[src/rtl/mlp_layer_engine_if.sv]
// Bus bundle for mlp_layer_engine: x-buffer writes, layer control, weight/bias ROM port,
// result stream and argmax. The engine takes the slave side; the environment takes master.
interface mlp_layer_engine_if #(
    parameter int DW      = 8,
    parameter int NPU     = 8,
    parameter int MAX_IN  = 62,
    parameter int MAX_OUT = 30
);
    localparam int IW  = $clog2(MAX_IN + 1);
    localparam int OW  = $clog2(MAX_OUT + 1);
    localparam int NG  = (MAX_OUT + NPU - 1) / NPU;
    localparam int WAW = $clog2(NG * MAX_IN);
    localparam int BAW = (NG > 1) ? $clog2(NG) : 1;

    logic               x_wr_en;
    logic [IW-1:0]      x_wr_addr;
    logic [DW-1:0]      x_wr_data;
    logic [IW-1:0]      n_in;
    logic [OW-1:0]      n_out;
    logic               relu_en;
    logic               start;
    logic               busy;
    logic               done;
    logic               w_rd;
    logic [WAW-1:0]     w_addr;
    logic [BAW-1:0]     b_addr;
    logic [NPU*DW-1:0]  w_data;
    logic [NPU*DW-1:0]  b_data;
    logic               y_valid;
    logic               y_ready;
    logic [OW-1:0]      y_idx;
    logic [DW-1:0]      y_data;
    logic [OW-1:0]      argmax_idx;
    logic [DW-1:0]      argmax_val;

    modport slave (
        input  x_wr_en, x_wr_addr, x_wr_data, n_in, n_out, relu_en, start, w_data, b_data,
               y_ready,
        output busy, done, w_rd, w_addr, b_addr, y_valid, y_idx, y_data, argmax_idx, argmax_val
    );

    modport master (
        output x_wr_en, x_wr_addr, x_wr_data, n_in, n_out, relu_en, start, w_data, b_data,
               y_ready,
        input  busy, done, w_rd, w_addr, b_addr, y_valid, y_idx, y_data, argmax_idx, argmax_val
    );
endinterface

[src/rtl/mlp_layer_engine.sv]
// Fully-connected layer engine: NPU MAC lanes per neuron group, ROM-fed weights/biases,
// saturating optional-ReLU results streamed over valid/ready with a running argmax.
module mlp_layer_engine #(
    parameter int DW      = 8,
    parameter int NPU     = 8,
    parameter int MAX_IN  = 62,
    parameter int MAX_OUT = 30,
    parameter int ACCW    = 24,
    parameter int SHIFT   = 7
) (
    input  logic              i_clk,
    input  logic              i_rst_n,
    mlp_layer_engine_if.slave io_bus
);
    localparam int IW  = $clog2(MAX_IN + 1);
    localparam int OW  = $clog2(MAX_OUT + 1);
    localparam int NG  = (MAX_OUT + NPU - 1) / NPU;
    localparam int WAW = $clog2(NG * MAX_IN);
    localparam int BAW = (NG > 1) ? $clog2(NG) : 1;
    localparam int XAW = $clog2(MAX_IN);
    localparam int LW  = $clog2(NPU) + 1;
    localparam int BW  = $clog2(NG * NPU + 1);
    localparam logic signed [ACCW-1:0] SatHi = ACCW'((2 ** (DW - 1)) - 1);
    localparam logic signed [ACCW-1:0] SatLo = ACCW'(-(2 ** (DW - 1)));

    typedef enum logic [2:0] {StIdle, StFetch, StDrain, StEmit, StDone} state_e;

    state_e                 r_state;
    logic [IW-1:0]          r_n_in, r_k;
    logic [OW-1:0]          r_n_out, r_y_idx, r_am_idx;
    logic                   r_relu, r_w_rd, r_dv, r_dfirst, r_busy, r_done, r_y_valid;
    logic                   r_am_valid;
    logic [BW-1:0]          r_base;
    logic [LW-1:0]          r_lane;
    logic [WAW-1:0]         r_w_addr;
    logic [BAW-1:0]         r_b_addr;
    logic signed [DW-1:0]   r_y_data, r_am_val, r_x_q;
    logic signed [ACCW-1:0] r_acc [NPU];
    logic signed [DW-1:0]   r_xbuf [MAX_IN];

    logic [IW-1:0]          w_n_in_c;
    logic [OW-1:0]          w_n_out_c;
    logic [LW-1:0]          w_nxt_lane;
    logic [BW-1:0]          w_nxt_idx;
    logic                   w_nxt_ok, w_grp_more;
    logic signed [DW-1:0]   w_nxt_data;
    logic signed [2*DW-1:0] w_prod [NPU];
    logic signed [ACCW-1:0] w_term [NPU];
    logic signed [ACCW-1:0] w_bias [NPU];
    logic signed [ACCW-1:0] w_sh [NPU];
    logic signed [DW-1:0]   w_res [NPU];

    assign w_n_in_c   = (io_bus.n_in > IW'(MAX_IN)) ? IW'(MAX_IN) : io_bus.n_in;
    assign w_n_out_c  = (io_bus.n_out > OW'(MAX_OUT)) ? OW'(MAX_OUT) : io_bus.n_out;
    assign w_nxt_lane = r_lane + 1'b1;
    assign w_nxt_idx  = r_base + BW'(w_nxt_lane);
    assign w_nxt_ok   = (w_nxt_lane < LW'(NPU)) && (w_nxt_idx < BW'(r_n_out));
    assign w_grp_more = (r_base + BW'(NPU)) < BW'(r_n_out);

    always_comb begin
        for (int j = 0; j < NPU; j++) begin
            w_prod[j] = r_x_q * $signed(io_bus.w_data[j*DW +: DW]);
            w_term[j] = {{(ACCW - 2 * DW){w_prod[j][2*DW-1]}}, w_prod[j]};
            w_bias[j] = {{(ACCW - DW){io_bus.b_data[j*DW+DW-1]}}, io_bus.b_data[j*DW +: DW]}
                        <<< SHIFT;
            w_sh[j]   = r_acc[j] >>> SHIFT;
            if (w_sh[j] > SatHi) begin
                w_res[j] = SatHi[DW-1:0];
            end else if (w_sh[j] < SatLo) begin
                w_res[j] = SatLo[DW-1:0];
            end else begin
                w_res[j] = w_sh[j][DW-1:0];
            end
            if (r_relu && w_res[j][DW-1]) w_res[j] = '0;
        end
    end

    always_comb begin
        w_nxt_data = '0;
        for (int j = 0; j < NPU; j++) begin
            if (w_nxt_lane == LW'(j)) w_nxt_data = w_res[j];
        end
    end

    // x buffer is deliberately not reset
    always_ff @(posedge i_clk) begin
        if (io_bus.x_wr_en && !r_busy && (io_bus.x_wr_addr < IW'(MAX_IN))) begin
            r_xbuf[io_bus.x_wr_addr[XAW-1:0]] <= io_bus.x_wr_data;
        end
    end

    // ROM data lands one cycle after w_rd; r_dv/r_dfirst track that return slot
    always_ff @(posedge i_clk or negedge i_rst_n) begin
        if (!i_rst_n) begin
            for (int j = 0; j < NPU; j++) r_acc[j] <= '0;
        end else if (r_dv) begin
            for (int j = 0; j < NPU; j++) begin
                r_acc[j] <= r_dfirst ? (w_bias[j] + w_term[j]) : (r_acc[j] + w_term[j]);
            end
        end
    end

    always_ff @(posedge i_clk or negedge i_rst_n) begin
        if (!i_rst_n) begin
            r_state    <= StIdle;
            r_n_in     <= '0;
            r_n_out    <= '0;
            r_relu     <= 1'b0;
            r_k        <= '0;
            r_base     <= '0;
            r_lane     <= '0;
            r_w_addr   <= '0;
            r_b_addr   <= '0;
            r_w_rd     <= 1'b0;
            r_dv       <= 1'b0;
            r_dfirst   <= 1'b0;
            r_x_q      <= '0;
            r_busy     <= 1'b0;
            r_done     <= 1'b0;
            r_y_valid  <= 1'b0;
            r_y_idx    <= '0;
            r_y_data   <= '0;
            r_am_valid <= 1'b0;
            r_am_idx   <= '0;
            r_am_val   <= '0;
        end else begin
            r_done   <= 1'b0;
            r_dv     <= r_w_rd;
            r_dfirst <= r_w_rd && (r_k == '0);
            r_x_q    <= r_xbuf[r_k[XAW-1:0]];
            case (r_state)
                StIdle: begin
                    if (io_bus.start) begin
                        r_n_in     <= w_n_in_c;
                        r_n_out    <= w_n_out_c;
                        r_relu     <= io_bus.relu_en;
                        r_am_valid <= 1'b0;
                        if ((w_n_in_c == '0) || (w_n_out_c == '0)) begin
                            r_am_idx <= '0;
                            r_am_val <= '0;
                            r_done   <= 1'b1;
                            r_state  <= StDone;
                        end else begin
                            r_busy   <= 1'b1;
                            r_base   <= '0;
                            r_b_addr <= '0;
                            r_w_addr <= '0;
                            r_k      <= '0;
                            r_w_rd   <= 1'b1;
                            r_state  <= StFetch;
                        end
                    end
                end
                StFetch: begin
                    if (r_k == r_n_in - 1'b1) begin
                        r_w_rd  <= 1'b0;
                        r_state <= StDrain;
                    end else begin
                        r_k      <= r_k + 1'b1;
                        r_w_addr <= r_w_addr + 1'b1;
                    end
                end
                StDrain: begin
                    r_lane  <= '0;
                    r_state <= StEmit;
                end
                StEmit: begin
                    if (!r_y_valid) begin
                        r_y_valid <= 1'b1;
                        r_y_idx   <= OW'(r_base);
                        r_y_data  <= w_res[0];
                    end else if (io_bus.y_ready) begin
                        if (!r_am_valid || (r_y_data > r_am_val)) begin
                            r_am_valid <= 1'b1;
                            r_am_idx   <= r_y_idx;
                            r_am_val   <= r_y_data;
                        end
                        if (w_nxt_ok) begin
                            r_lane   <= w_nxt_lane;
                            r_y_idx  <= OW'(w_nxt_idx);
                            r_y_data <= w_nxt_data;
                        end else if (w_grp_more) begin
                            // next group's weights follow contiguously in the ROM
                            r_y_valid <= 1'b0;
                            r_base    <= r_base + BW'(NPU);
                            r_b_addr  <= r_b_addr + 1'b1;
                            r_w_addr  <= r_w_addr + 1'b1;
                            r_k       <= '0;
                            r_w_rd    <= 1'b1;
                            r_state   <= StFetch;
                        end else begin
                            r_y_valid <= 1'b0;
                            r_busy    <= 1'b0;
                            r_done    <= 1'b1;
                            r_state   <= StDone;
                        end
                    end
                end
                StDone: r_state <= StIdle;
                default: r_state <= StIdle;
            endcase
        end
    end

    assign io_bus.busy       = r_busy;
    assign io_bus.done       = r_done;
    assign io_bus.w_rd       = r_w_rd;
    assign io_bus.w_addr     = r_w_addr;
    assign io_bus.b_addr     = r_b_addr;
    assign io_bus.y_valid    = r_y_valid;
    assign io_bus.y_idx      = r_y_idx;
    assign io_bus.y_data     = r_y_data;
    assign io_bus.argmax_idx = r_am_idx;
    assign io_bus.argmax_val = r_am_val;
endmodule

[src/flat_wrapper.sv]
// flat-port wrapper written by rule: the top's interface ports become plain ports
module mlp_layer_engine_flat 
#(
    parameter int DW      = 8,
    parameter int NPU     = 8,
    parameter int MAX_IN  = 62,
    parameter int MAX_OUT = 30,
    parameter int ACCW    = 24,
    parameter int SHIFT   = 7
)
  (i_clk, i_rst_n, io_bus_x_wr_en, io_bus_x_wr_addr, io_bus_x_wr_data, io_bus_n_in, io_bus_n_out, io_bus_relu_en, io_bus_start, io_bus_w_data, io_bus_b_data, io_bus_y_ready, io_bus_busy, io_bus_done, io_bus_w_rd, io_bus_w_addr, io_bus_b_addr, io_bus_y_valid, io_bus_y_idx, io_bus_y_data, io_bus_argmax_idx, io_bus_argmax_val);
  mlp_layer_engine_if #(.DW(DW), .NPU(NPU), .MAX_IN(MAX_IN), .MAX_OUT(MAX_OUT)) io_bus_i ();
  input  logic i_clk;
  input  logic i_rst_n;
  input wire logic [$bits(io_bus_i.x_wr_en)-1:0] io_bus_x_wr_en;
  input wire logic [$bits(io_bus_i.x_wr_addr)-1:0] io_bus_x_wr_addr;
  input wire logic [$bits(io_bus_i.x_wr_data)-1:0] io_bus_x_wr_data;
  input wire logic [$bits(io_bus_i.n_in)-1:0] io_bus_n_in;
  input wire logic [$bits(io_bus_i.n_out)-1:0] io_bus_n_out;
  input wire logic [$bits(io_bus_i.relu_en)-1:0] io_bus_relu_en;
  input wire logic [$bits(io_bus_i.start)-1:0] io_bus_start;
  input wire logic [$bits(io_bus_i.w_data)-1:0] io_bus_w_data;
  input wire logic [$bits(io_bus_i.b_data)-1:0] io_bus_b_data;
  input wire logic [$bits(io_bus_i.y_ready)-1:0] io_bus_y_ready;
  output wire logic [$bits(io_bus_i.busy)-1:0] io_bus_busy;
  output wire logic [$bits(io_bus_i.done)-1:0] io_bus_done;
  output wire logic [$bits(io_bus_i.w_rd)-1:0] io_bus_w_rd;
  output wire logic [$bits(io_bus_i.w_addr)-1:0] io_bus_w_addr;
  output wire logic [$bits(io_bus_i.b_addr)-1:0] io_bus_b_addr;
  output wire logic [$bits(io_bus_i.y_valid)-1:0] io_bus_y_valid;
  output wire logic [$bits(io_bus_i.y_idx)-1:0] io_bus_y_idx;
  output wire logic [$bits(io_bus_i.y_data)-1:0] io_bus_y_data;
  output wire logic [$bits(io_bus_i.argmax_idx)-1:0] io_bus_argmax_idx;
  output wire logic [$bits(io_bus_i.argmax_val)-1:0] io_bus_argmax_val;
  assign io_bus_i.x_wr_en = io_bus_x_wr_en;
  assign io_bus_i.x_wr_addr = io_bus_x_wr_addr;
  assign io_bus_i.x_wr_data = io_bus_x_wr_data;
  assign io_bus_i.n_in = io_bus_n_in;
  assign io_bus_i.n_out = io_bus_n_out;
  assign io_bus_i.relu_en = io_bus_relu_en;
  assign io_bus_i.start = io_bus_start;
  assign io_bus_i.w_data = io_bus_w_data;
  assign io_bus_i.b_data = io_bus_b_data;
  assign io_bus_i.y_ready = io_bus_y_ready;
  assign io_bus_busy = io_bus_i.busy;
  assign io_bus_done = io_bus_i.done;
  assign io_bus_w_rd = io_bus_i.w_rd;
  assign io_bus_w_addr = io_bus_i.w_addr;
  assign io_bus_b_addr = io_bus_i.b_addr;
  assign io_bus_y_valid = io_bus_i.y_valid;
  assign io_bus_y_idx = io_bus_i.y_idx;
  assign io_bus_y_data = io_bus_i.y_data;
  assign io_bus_argmax_idx = io_bus_i.argmax_idx;
  assign io_bus_argmax_val = io_bus_i.argmax_val;
  mlp_layer_engine #(.DW(DW), .NPU(NPU), .MAX_IN(MAX_IN), .MAX_OUT(MAX_OUT), .ACCW(ACCW), .SHIFT(SHIFT)) u_core (.i_clk(i_clk), .i_rst_n(i_rst_n), .io_bus(io_bus_i));
endmodule
[config.mk]
export PLATFORM = sky130hd
export DESIGN_NAME = mlp_layer_engine_flat
export DESIGN_NICKNAME = d
export VERILOG_FILES = /design/src/rtl/mlp_layer_engine_if.sv /design/src/rtl/mlp_layer_engine.sv /design/src/flat_wrapper.sv
export SDC_FILE = /design/constraint.sdc
export NUM_CORES = 2
export LEC_CHECK = 0
export CAP_MARGIN = 25
export CORE_MARGIN = 10
export CORE_UTILIZATION = 36
export DETAILED_ROUTE_END_ITERATION = 10
export DONT_BUFFER_PORTS = 1
export PLACE_DENSITY = 0.58
export SLEW_MARGIN = 0
export SYNTH_ARGS = -nofsm -noshare
export SYNTH_HDL_FRONTEND = slang
export SYNTH_SLANG_ARGS = --single-unit
[constraint.sdc]
create_clock -name i_clk -period 7.8 [get_ports i_clk]
set_input_delay 1.95 -clock i_clk [delete_from_list [all_inputs] [get_ports i_clk]]
set_output_delay 1.95 -clock i_clk [all_outputs]
set_load 0.05 [all_outputs]
# [Word level (Yosys, flattened, before mapping)]
# Memory sizes are Yosys's and may differ from the RTL's. A register that Yosys moved wholly into a read port is not among the register bits.
# Cells that the tools add are included.
[totals] register_bits=266 mem_bits_rw=496 input_bits=159 word_cells=273 mem_count=1
[classes] n_addsub=23 n_mul=8 magnitude_cmp=23 eq_ne=25 n_mux=130 n_reduce_logical=35
[mem_list] memory="u_core.r_xbuf" words=62 width=8 rd=1 rd_clocked_by_memory_dff=1 write_ports=1 line_no="mlp_layer_engine.sv:39" text="logic signed [DW-1:0] r_xbuf [MAX_IN];"
[ops] op="8-bit two-way mux" count=47
[ops] op="24-bit by 16-bit adder with 24-bit output" count=8
[ops] op="24-bit two-way mux" count=8
[ops] op="15-bit by 16-bit adder with 17-bit output" count=8
[ops] op="17-bit by 8-bit > comparator with 1-bit output (second input constant)" count=8
[ops] op="17-bit by 8-bit less-than comparator with 1-bit output (second input constant)" count=8
[ops] op="8-bit by 8-bit multiplier with 16-bit output" count=8
[ops] op="6-bit two-way mux" count=12
[ops] op="5-bit two-way mux" count=9
[ops] op="1-bit two-way mux" count=26
[ops] op="8-bit case mux with 3 select lines" count=1
[ops] op="3-bit two-way mux" count=7
[ops] op="6-bit case mux with 3 select lines" count=1
[ops] op="4-bit by 3-bit equality test with 1-bit output (second input constant)" count=4
[ops] op="2-bit != test (second input constant)" count=8
[ops] op="8-bit case mux with 2 select lines" count=1
[ops] op="8-bit AND reduction" count=2
[ops] op="7-bit AND reduction" count=2
[ops] op="1-bit logical AND" count=12
[ops] op="6-bit logical NOT" count=2
[ops] op="6-bit by 5-bit less-than comparator with 1-bit output" count=2
[ops] op="2-bit two-way mux" count=6
[ops] op="4-bit two-way mux" count=3
[ops] op="2-bit by 1-bit != test with 1-bit output (second input constant)" count=6
[ops] op="other kinds (36)" count=45

# [Logic depth before layout (Yosys ltp)]
[depth] depth_word=16 ltp_mapped=32 ltp_nobuf=29

# [Worst setup path before layout]
# No wires, ideal clock.
[synth_path] path_kind="input -> register" start="input io_bus_w_data[50]" end="register u_core.r_acc[45] in the netlist's numbering" setup_ns=0.126 t_arrival_ns=7.935 required_ns=7.674 slack_ns=-0.261 cell_stages=24 cell_sequence="and2_1 -> fa_1 -> inv_1 -> fa_1 -> inv_1 -> fa_1 -> inv_1 -> fa_1 -> inv_1 -> ha_1 -> nand2_1 -> o211ai_1 -> or3b_2 -> nand4_1 -> o211ai_1 -> xnor2_1 -> ha_1 -> a21o_1 -> a211o_1 -> o211ai_1 -> o21ai_0 -> a31oi_1 -> o31ai_1 -> o32a_1"
[synth_between] elab_chain_len=3
[synth_rtl] element="start: declaration" line_no="flat_wrapper.sv:22" text="input wire logic [$bits(io_bus_i.w_data)-1:0] io_bus_w_data;"
[synth_rtl] element="8-bit by 8-bit multiplier with 16-bit output (*)" line_no="mlp_layer_engine.sv:62" text="w_prod[j] = r_x_q * $signed(io_bus.w_data[j*DW +: DW]);"
[synth_rtl] element="24-bit by 16-bit adder with 24-bit output or 15-bit by 16-bit adder with 17-bit output (tied branches)" line_no="mlp_layer_engine.sv:98" text="r_acc[j] <= r_dfirst ? (w_bias[j] + w_term[j]) : (r_acc[j] + w_term[j]);"
[synth_rtl] element="24-bit two-way mux (*)" line_no="mlp_layer_engine.sv:98"
[synth_rtl] element="end signal: indexed assignment" line_no="mlp_layer_engine.sv:98"
[synth_rtl] element="end: declaration" line_no="mlp_layer_engine.sv:38" text="logic signed [ACCW-1:0] r_acc [NPU];"
# Every way passes the cells marked *; elsewhere a longest branch is shown, timed or not.
# A chain may end at the register's enable or synchronous reset.

# [Worst setup path after layout]
[layout_path] start="input io_bus_w_data[2]" end="register u_core.r_acc[191] in the netlist's numbering"
# The elaborated chain is that of the path after synthesis.

==> results.json <==
{
  "status": "finished clean",
  "cts_sinks": 767,
  "synthTopCellsByArea": "edfxtp_1, fa_1, dfrtp_1",
  "area_growth_pct": 13.1,
  "grt_max_degree": 272,
  "rsz0062_at_grt": "no",
  "core_area_sq_um": 176000,
  "antenna_left": 0,
  "clock_path_buffers": 3,
  "nets": 7522,
  "worst_skew_pair.late_latency_ps": 710,
  "tightest_slew_ps": 1040,
  "synthDistinctLibCells": 84,
  "initial_core_util_pct": 36.2,
  "relSlewSlack_pct": 30.8,
  "die_x_um": 441,
  "grt_pass1_vias": 46407,
  "grt.busiest_layer": "met2",
  "synth_edf_count": 496,
  "ff2ff_path_depth": 27,
  "required_ps": 8450,
  "cts_root_buffer": "clkbuf_16",
  "postCtsSetupBuffers": 0,
  "dp.cells": 8634,
  "crit_path_start_kind": "input pin",
  "syn_area_per_cell_sq_um": 10.5,
  "drive_gt1_share_pct": 12.3,
  "cp_max_fo": 8,
  "syn_nets": 7230,
  "min_from": "u_core.r_acc[74]$_DFFE_PN0P_",
  "synth_top_cell_area_share_pct": 23.4,
  "critPathMaxStageDelay_ps": 540,
  "antenna_found_initial": 19,
  "met1_usage_pct": 24.6,
  "top_level_ports": 199,
  "synth_area_sq_um": 63700,
  "crit_type": "in -> reg",
  "synthesis.instances": 6093,
  "min_period_over_period_pct": 96.1,
  "num_rows": 154,
  "vias_per_cell": 5.19,
  "regToRegSetupSlack_ps": 520,
  "yosysSeqAreaShare_pct": 34.0,
  "synthFlopType": "edfxtp_1",
  "synth_seq_cells": 767,
  "wire_per_inst_um": 19.9,
  "via_count": 45650,
  "cts-buffers-inserted": 88,
  "use_met3_pct": 2.42,
  "overflow": 0,
  "crit_path_end_kind": "register",
  "hp-class": "reg -> reg",
  "slowest_stage": "fa_1",
  "fin_cells": 8802,
  "yosysTopAreaCell": "edfxtp_1",
  "cts_htree_levels": 3,
  "maxSlewViolCount": 0,
  "finalClockSkew_ps": 56.5,
  "setup_viol": 0,
  "met2_usage_pct": 29.3,
  "dieArea_sq_um": 194000,
  "drt-initial-drc-count": 3118,
  "period_minus_slack_ps": 7500,
  "grt_pass1_wl_mm": 275,
  "grt_usage_pct": 17.9,
  "cp_data_arrival_time_ps": 8140,
  "dp_hpwl_mm": 131,
  "min_to": "u_core.r_acc[74]$_DFFE_PN0P_",
  "cts_tree": "yes",
  "dr.pass1.iters": 6,
  "async_flop_share_pct": 35.3,
  "io_buffers": 0,
  "clkTransAtPathRegs_ps": 60,
  "finalHoldViolCount": 0,
  "fmax_mhz": 133,
  "drt_wl_total_mm": 175,
  "r2r_start": "u_core.r_x_q[2]$_DFF_PN0_",
  "place.gp.congestion": 0.887,
  "die_h_um": 441,
  "worstHoldPathCells": 1,
  "r2r-end": "u_core.r_acc[71]$_DFFE_PN0P_",
  "ys_warn_count": 0,
  "drc_errors": 0,
  "drv_cap": 0
}
==> cell families (layout without fill, tap and decap cells) <==
group	after synthesis	in the layout	share of synthesized area (%)
buffers and inverters	1022	1382	6.04
multiplexers	225	225	6.73
AO/OA/AOI/OAI	1138	1138	11.4
flip-flops	767	767	34.0
adder cells (fa/ha/maj)	978	978	24.6
XOR/XNOR	346	346	4.75
AND/OR/NAND/NOR	1616	1616	12.5
other	1	10	0.00588
==> routing by layer <==
metal / vias to the layer above / wire length, um / part of all wire (%)
li1: 21584 / - / -
met1: 22786 / 78500 / 45
met2: 1059 / 82500 / 47
met3: 219 / 9050 / 5.2
met4: 2 / 4960 / 2.8
met5: - / 11 / 0.0063
==> worst max-delay path: cells and delay by family <==
kind	cells	cell delay, ps
AOI/OAI and AO/OA	13	2420
xor gates and xnor gates	2	340
adders and majority gates	6	2670
buffers and inverters	4	210
and+or+nand+nor	3	560
==> stage by stage <==
stage               instance area [sq um]  hold WS [ps]  utilization, %  TNS (ps)  setup slack, ps
finish                              72100           514            40.9         0              302
global route                        72100           538            40.9         0             2.68
CTS                                 72000           516            40.9         0              291
detailed placement                  69100           504            39.2     -6650             -457
global placement                    69100           480            39.2     -4520             -405
floorplan                           63800           463               -     -18.4            -18.4
==> sequential cells by signal (all words and copies together) (netlist names), 2 cells and up <==
signal                    cells
u_core.io_bus.b_addr          2
u_core.r_acc                192
u_core.io_bus.y_idx           5
u_core.io_bus.y_data          8
u_core.r_x_q                  8
u_core.io_bus.argmax_idx      5
u_core.r_lane                 4
u_core.r_base                 3
u_core.r_n_in                 6
u_core.io_bus.argmax_val      8
u_core.r_xbuf               496
u_core.r_state                3
u_core.io_bus.w_addr          8
u_core.r_n_out                5
u_core.r_k                    6
==> worst max path at each step <==
stage	start	to	slack, ps	cells past startpoint
after floorplan	io_bus_w_data[50]	u_core.r_acc[45]$_DFFE_PN0P_	-20	24
after global placement	io_bus_w_data[1]	u_core.r_acc[191]$_DFFE_PN0P_	-410	28
after detailed placement	io_bus_w_data[2]	u_core.r_acc[191]$_DFFE_PN0P_	-460	28
after CTS	io_bus_w_data[2]	u_core.r_acc[191]$_DFFE_PN0P_	290	28
after global routing	io_bus_w_data[0]	u_core.r_acc[191]$_DFFE_PN0P_	3	27
final	io_bus_w_data[2]	u_core.r_acc[191]$_DFFE_PN0P_	300	28
==> timing repair <==
| item | in CTS | in global routing |
|---|---|---|
| setup endpoints to repair | 0 | 3 |
| hold buffers | 0 | 0 |
| resized for setup | 0 | 5 |
==> synthesized netlist by cell type, drive strengths merged (9+ instances only) <==
cell	n
xor2	99
mux4	160
o221ai	21
o21ai	184
edfxtp	496
o21a	35
o21bai	82
nor3	64
nand2	350
nor4	16
o22ai	17
dfrtp	271
nor2	483
nand3	67
a22o	9
nand4	41
nor2b	83
o2111ai	17
nand2b	42
clkbuf	180
ha	522
inv	813
or3	28
and2	363
mux2i	37
a311oi	9
or2	9
o31ai	20
a21oi	400
a21o	111
mux2	28
a31oi	62
fa	456
buf	28
and3	29
xnor2	247
o211ai	26
a211oi	33
==> cell usage in the layout (no fill, tap or decap), types with 19 or more instances in the layout <==
cell type	count
mux4_2	160
edfxtp_1	496
mux2i_1	37
o221ai_1	21
a21o_1	111
fa_1	456
and3_1	29
xor2_1	99
nand2_1	350
a31oi_1	61
or3_1	28
o21ai_0	180
o211ai_1	26
nor2b_1	83
nand2b_1	42
clkbuf_16	88
o31ai_1	19
nor3_1	64
nor2_1	483
nand3_1	67
o21bai_1	82
inv_1	812
nand4_1	41
buf_4	403
and2_1	363
ha_1	521
a21oi_1	397
xnor2_1	241
mux2_2	28
a211oi_1	32
dfrtp_1	257
o21a_1	35
==> final cells by class <==
class	count	area [sq um]
tap	2340	2930
antenna	9	22.5
fill	16886	104000
clock buffer	101	2270
inverter	814	3060
sequential	767	21700
clock inverter	57	678
multi-input combinational	4304	38300
timing repair buffer	410	3150
Power is not shown: default switching activity piles up to over one toggle a cycle in this logic, so the estimate is an artifact.
